**src/rtl/mem_copy_engine_pkg.sv**
```systemverilog
// Shared encodings for the memory copy/fill engine: FSM states, mode values
// and the zero word that drives the idle bus.
package mem_copy_engine_pkg;

    typedef enum logic [1:0] {
        S_IDLE  = 2'd0,
        S_READ  = 2'd1,
        S_WRITE = 2'd2,
        S_DONE  = 2'd3
    } state_e;

    localparam logic MODE_COPY = 1'b0;
    localparam logic MODE_FILL = 1'b1;

    localparam logic [31:0] WORD_ZERO = 32'd0;

endpackage

```
**src/rtl/mem_copy_engine.sv**
```systemverilog
// Block-transfer master for the data memory: copies a run of words forward
// (read/write alternating) or fills a region with a constant, one word per write.
module mem_copy_engine
    import mem_copy_engine_pkg::*;
#(
    parameter int ADDR_W = 32,
    parameter int DATA_W = 32,
    parameter int CNT_W  = 16
) (
    input  logic              clk,
    input  logic              rst,
    input  logic              start,
    input  logic              mode,
    input  logic [ADDR_W-1:0] src_addr,
    input  logic [ADDR_W-1:0] dst_addr,
    input  logic [CNT_W-1:0]  word_count,
    input  logic [DATA_W-1:0] fill_value,
    output logic              busy,
    output logic              done,
    output logic [ADDR_W-1:0] address,
    output logic [DATA_W-1:0] write_data,
    input  logic [DATA_W-1:0] read_data,
    output logic              mem_read,
    output logic              mem_write
);

    state_e              state_q;
    logic [ADDR_W-1:0]   src_ptr_q;
    logic [ADDR_W-1:0]   dst_ptr_q;
    logic [CNT_W-1:0]    remaining_q;
    logic                mode_q;
    logic [DATA_W-1:0]   buf_q;

    // In fill mode buf_q holds the constant for the whole run; in copy mode it
    // is reloaded from memory at the end of every READ cycle.
    always_ff @(posedge clk or posedge rst) begin
        if (rst) begin
            state_q     <= S_IDLE;
            src_ptr_q   <= '0;
            dst_ptr_q   <= '0;
            remaining_q <= '0;
            mode_q      <= MODE_COPY;
            buf_q       <= '0;
        end else begin
            case (state_q)
                S_IDLE: begin
                    if (start) begin
                        src_ptr_q   <= src_addr;
                        dst_ptr_q   <= dst_addr;
                        remaining_q <= word_count;
                        mode_q      <= mode;
                        buf_q       <= fill_value;
                        if (word_count == '0) begin
                            state_q <= S_DONE;
                        end else if (mode == MODE_FILL) begin
                            state_q <= S_WRITE;
                        end else begin
                            state_q <= S_READ;
                        end
                    end
                end
                S_READ: begin
                    buf_q   <= read_data;
                    state_q <= S_WRITE;
                end
                S_WRITE: begin
                    dst_ptr_q   <= dst_ptr_q + ADDR_W'(1);
                    remaining_q <= remaining_q - CNT_W'(1);
                    if (mode_q == MODE_COPY) begin
                        src_ptr_q <= src_ptr_q + ADDR_W'(1);
                    end
                    if (remaining_q == CNT_W'(1)) begin
                        state_q <= S_DONE;
                    end else if (mode_q == MODE_COPY) begin
                        state_q <= S_READ;
                    end else begin
                        state_q <= S_WRITE;
                    end
                end
                S_DONE: begin
                    state_q <= S_IDLE;
                end
                default: begin
                    state_q <= S_IDLE;
                end
            endcase
        end
    end

    // Outputs depend only on the state register so an async reset clears them at once.
    always_comb begin
        busy       = (state_q != S_IDLE);
        done       = (state_q == S_DONE);
        mem_read   = (state_q == S_READ);
        mem_write  = (state_q == S_WRITE);
        address    = ADDR_W'(WORD_ZERO);
        write_data = DATA_W'(WORD_ZERO);
        if (state_q == S_READ) begin
            address = src_ptr_q;
        end else if (state_q == S_WRITE) begin
            address    = dst_ptr_q;
            write_data = buf_q;
        end
    end

endmodule

```
**config.mk**
```make
export PLATFORM = sky130hd
export DESIGN_NAME = mem_copy_engine
export DESIGN_NICKNAME = d
export VERILOG_FILES = /design/src/rtl/mem_copy_engine_pkg.sv /design/src/rtl/mem_copy_engine.sv
export SDC_FILE = /design/constraint.sdc
export NUM_CORES = 1
export LEC_CHECK = 0
export CAP_MARGIN = 25
export CELL_PAD_IN_SITES_DETAIL_PLACEMENT = 1
export CELL_PAD_IN_SITES_GLOBAL_PLACEMENT = 1
export CORE_ASPECT_RATIO = 1.2
export CORE_UTILIZATION = 38
export CTS_CLUSTER_SIZE = 40
export DETAILED_ROUTE_END_ITERATION = 8
export PLACE_DENSITY_LB_ADDON = 0.1
export SLEW_MARGIN = 10
export SYNTH_ARGS = -nofsm -noshare
export SYNTH_HDL_FRONTEND = slang
export SYNTH_SLANG_ARGS = --single-unit
export TNS_END_PERCENT = 5
```
**constraint.sdc**
```tcl
create_clock -name clk -period 10.7 [get_ports clk]
set_clock_uncertainty 0.2 [all_clocks]
set_input_delay 1.07 -clock clk [delete_from_list [all_inputs] [get_ports clk]]
set_output_delay 1.07 -clock clk [all_outputs]
set_load 0.02 [all_outputs]
```
Word-level counts from Yosys, hierarchy flattened
Cells that the tools add are included.
{"block": "classes", "n_addsub": 3, "eq_ne": 6, "n_mux": 19, "n_reduce_logical": 9}
{"operator": "$mux W32", "count": 8}
{"operator": "$pmux W32 S2", "count": 3}
{"operator": "$add A32 B1 Y32 const B", "count": 2}
{"operator": "$pmux W16 S2", "count": 1}
{"operator": "$eq A16 B1 Y1 const B", "count": 1}
{"operator": "$logic_not A16 Y1", "count": 1}
{"operator": "$mux W16", "count": 1}
{"operator": "$sub A16 B1 Y16 const B", "count": 1}
{"operator": "$mux W2", "count": 5}
{"operator": "$pmux W2 S4", "count": 1}
{"operator": "$reduce_and A2 Y1", "count": 3}
{"operator": "$reduce_bool A2 Y1", "count": 3}
{"operator": "$eq A2 B2 Y1 const B", "count": 2}
{"operator": "$ne A2 B2 Y1 const B", "count": 2}
{"operator": "$reduce_and A3 Y1", "count": 1}
{"operator": "$eq A2 B1 Y1 const B", "count": 1}
{"operator": "$logic_not A2 Y1", "count": 1}
{"block": "word_totals", "register_bits": 115, "inputBits": 148, "output_inout_bits": 68, "word_cells": 43}

Logic depth before layout (Yosys ltp)
{"block": "depth", "word_depth": 4, "ltp_mapped": 8, "mapped_depth_nobuf": 6}

Least setup slack after synthesis
OpenSTA, ideal clock, no wires.
{"block": "synth_path", "path_kind": "register -> output", "start": "register state_q[1]", "end": "output address[15]", "arrival_ns": 1.609, "t_required_ns": 9.430, "setup_slack_ns": 7.821, "path_stages_with_launch": 7, "path_buffers": 3, "path_cell_list": "dfrtp_1 > buf_2 > nor2_1 > buf_2 > buf_1 > nand2_1 > o21ai_0"}
{"block": "synth_via", "elab_chain_len": 3, "word_cells_on_any_way": 4, "classes_between": "2 x eq/ne; 2 x mux"}
{"item": "start, declared", "line_no": "mem_copy_engine.sv:27", "text": "state_e state_q;"}
{"item": "start signal, assigned", "line_no": "mem_copy_engine.sv:38", "text": "state_q <= S_IDLE;"}
{"item": "start signal, assigned", "line_no": "mem_copy_engine.sv:54", "text": "state_q <= S_DONE;"}
{"item": "start signal, assigned", "line_no": "mem_copy_engine.sv:56", "text": "state_q <= S_WRITE;"}
{"item": "$eq A2 B2 Y1", "line_no": "mem_copy_engine.sv:100", "text": "end else if (state_q == S_WRITE) begin"}
{"item": "$mux W32", "line_no": "mem_copy_engine.sv:100"}
{"item": "$mux W32 *", "line_no": "mem_copy_engine.sv:98", "text": "if (state_q == S_READ) begin"}
{"item": "end, declared", "line_no": "mem_copy_engine.sv:20", "text": "output logic [ADDR_W-1:0] address,"}
Every way passes the cells marked *; elsewhere a longest branch is shown, timed or not.

Final worst setup path
{"block": "layout_path", "start": "register state_q[0]", "end": "output address[11]"}
Same word-level chain as after synthesis.

==> impl_metrics.toml <==
[status]
outcome = "finished clean"

[synthesis]
synth_area_um2 = 7200
synth_area_leader_cell = "dfrtp_1"
synth_top_family_by_area = "simple AND/OR/NAND/NOR gates"
synth-async-reset-ratio_pct = 100
ys.warnings.count = 0
synthAdderAreaFrac_pct = 0.695
synth_compound_area_share_pct = 23.1
synth_area_per_cell_um2 = 8.58
ys_ff_latch = 115
synth-edff-count = 0
ys_seq_area_share_pct = 40.0
yosys-top-cells-area = "dfrtp_1, mux2i_1, nand2_1"
yosys.area_share.xor_xnor_pct = 0.122
synthMuxAreaShare_pct = 5.84
synth_nets = 991
syn_inst = 839
yosysTopAreaCellShare_pct = 40.0
synth-simple-area-share_pct = 25.7
netlist-cell-type-count = 74
synth-main-ff-cell = "dfrtp_1"

[global_routing]
grt_start_max_net_pins = 98
antenna_found_initial = 1
overflow = 0
track_usage_pct = 27.9
grt_first_pass_wirelength_um = 42300
grt_pass1_vias = 7888

[job]
cap_violations = 0

[worst_hold_path]
holdCritStartpoint = "dst_ptr_q[14]"
holdPathStages = 1
hp-class = "flip-flop to flip-flop"
holdPathEnd = "dst_ptr_q[14]"

[cells_and_area]
syn2layout_area_growth_pct = 41.1
drive_gt1_share_pct = 5.92
instances_no_fill = 1283
finish.utilization_pct = 55.3
design.final.nets = 1171
antenna_cells = 0

[cts]
ctsHtreeMaxLevel = 4
path_clk_slew_ns = 0.06
clock_sinks = 115
clock_latency_ns = 0.43
post-cts-setup-buffers = 0
ctsResizeCount = 0
cts_buffers = 17
cts_hold_buf = 0
clk_path_buf_depth = 2
clock-root-buffer = "clkbuf_16"
cts_tree = "built"

[worst_setup_path]
cp_data_required_time_ns = 9.43
reg2reg_slack_ns = 7.12
worstPathMaxFanout = 84
critPathKind = "flip-flop to output port"
path_cells = "nand2b_1, clkinv_2, buf_4, nand2_1, nand2_1, clkdlybuf4s50_1"
crit_buf_inv = 3
worst_r2r_endpoint = "dst_ptr_q[17]"
rr_startpoint = "state_q[0]"
path_delay_family = "buffers and inverters"
worst_setup_path_start_kind = "flip-flop"
timing.critical_path.arrival_ns = 3.54
crit_top_cell = "nand2_1"
critical_path.slowest_cell = "buf_4"
max_stage_delay_ns = 0.73
end_kind = "output port"
reg2reg_depth = 7

[drt]
drcViolationCount = 0
vias = 7590
drtIter0Drc = 632
firstDrtPassIters = 5
post_drt_via_cell_ratio = 5.92
wire_per_inst_um = 20.7
routed_wl_um = 26600
ant_nets = 0

[floorplanning]
rows = 54
io_pins = 216
core_area_um2 = 18400
die_h_um = 153
design.die.area_um2 = 19500
start_util_pct = 39.2
die_x_um = 128

[timing]
finalSetupViolations = 0
totalNegativeSetupSlack_ns = 0
post-route-period-util_pct = 44.9
fin_ws_ns = 5.89
finalHoldViolCount = 0
fin_crit_ns = 4.81
fmax_mhz = 208
worst_pin_slew_ns = 0.978
rsz0062_at_grt = "no"
finalMaxSlewViolations = 0
slew-limit-headroom_pct = 34.8

[placement]
dp_slack_ns = 6.33
portBuffers = 215
hpwl_um = 18300
dpl.cell_count = 1252
routabilityCongestion = 0.812

[pwr]
vdd_ir_drop_max_v = 0.000163
power_leakage_uw = 0.00401
powerDensity_nw_per_um2 = 303
p_total_uw = 3080
-- power by group --
| group | switching, uW | internal, uW | leakage (uW) |
|---|---|---|---|
| Clock | 211 | 453 | 0.000329 |
| Sequential | 277 | 649 | 0.00139 |
| Combinational | 861 | 631 | 0.00229 |
| Total | 1350 | 1730 | 0.00401 |
-- logic make-up after synthesis --
| logic type | Yosys count |
|---|---|
| and+or+nand+nor | 349 |
| AOI/OAI and AO/OA | 252 |
| DFF | 115 |
| buffers and inverters | 76 |
| muxes | 42 |
| adders and majority gates | 4 |
| xor gates and xnor gates | 1 |
-- worst max-delay path by stage --
stage,from,depth (start not counted),end,slack (ns)
after detailed placement,state_q[0],6,address[11],6.33
final,state_q[0],6,address[11],5.89
after global routing,state_q[0],6,address[11],5.72
after CTS,state_q[0],6,address[11],5.87
after floorplan,rst,1,buf_q[0],6.39
after global placement,state_q[0],6,address[11],6.41
-- final cells by class --
cell class | instances | area (um2)
inverter | 13 | 52.6
tap | 252 | 315
clock inverter | 10 | 203
timing repair buffer | 224 | 2240
fill | 2133 | 8220
multi-input combinational | 648 | 4000
sequential | 115 | 2880
clock buffer | 21 | 470
-- layout by cell type (no fill, tap or decap), types with 6 or more instances in the layout --
cell type | synthesis | layout
clkdlybuf4s50_1 | 0 | 215
dfrtp_1 | 115 | 115
nand2_1 | 104 | 104
o21ai_0 | 54 | 54
a21oi_1 | 51 | 51
nand3_1 | 50 | 50
nor2_1 | 51 | 50
mux2i_1 | 42 | 42
and2_1 | 34 | 34
a22o_1 | 24 | 24
o22ai_1 | 24 | 24
nand4_1 | 20 | 20
nor3_1 | 18 | 17
clkbuf_16 | 0 | 17
and3_1 | 16 | 16
inv_1 | 12 | 11
o21ai_1 | 11 | 11
a211oi_1 | 11 | 11
and4_1 | 10 | 10
a31oi_1 | 9 | 9
o22a_1 | 9 | 9
o211ai_1 | 8 | 8
nand2b_1 | 8 | 8
a311oi_1 | 8 | 8
nor4_1 | 8 | 8
buf_4 | 1 | 8
a22oi_1 | 7 | 7
bufinv_16 | 0 | 6
-- metrics by stage --
step / area, um2 / hold WS [ns]
2_1_floorplan: 7200 / 0.270
3_3_place_gp: 9460 / 0.302
3_5_place_dp: 9480 / 0.307
4_1_cts: 10200 / 0.327
5_1_grt: 10200 / 0.366
6_report: 10200 / 0.326
-- sequential cells by signal, summed over array words and instances (netlist names) --
signal,count
buf_q,32
dst_ptr_q,32
src_ptr_q,32
remaining_q,16
state_q,2
mode_q,1
-- synth_stat cells (all sizes together) (8+ instances only) --
library cell and count:
a211oi 11, a21oi 52, a22o 25, a311oi 8, a31oi 9, and2 34, and3 16, and4 10
buf 35, clkbuf 28, dfrtp 115, inv 13, mux2i 42, nand2 104, nand2b 8, nand3 53
nand4 21, nor2 54, nor3 21, nor4 10, o211ai 8, o21ai 65, o22a 9, o22ai 24
-- per-layer routing --
metal	part of all wire, %	track usage [%]	wire, um	up-vias
li1	-	-	-	3475
met1	41	33.8	10900	3770
met2	49	46.6	13100	294
met3	7.2	8.50	1910	49
met4	2.6	9.75	685	2
met5	0.060	0	16	-
No activity file was read; power rests on OpenSTA's default activity.
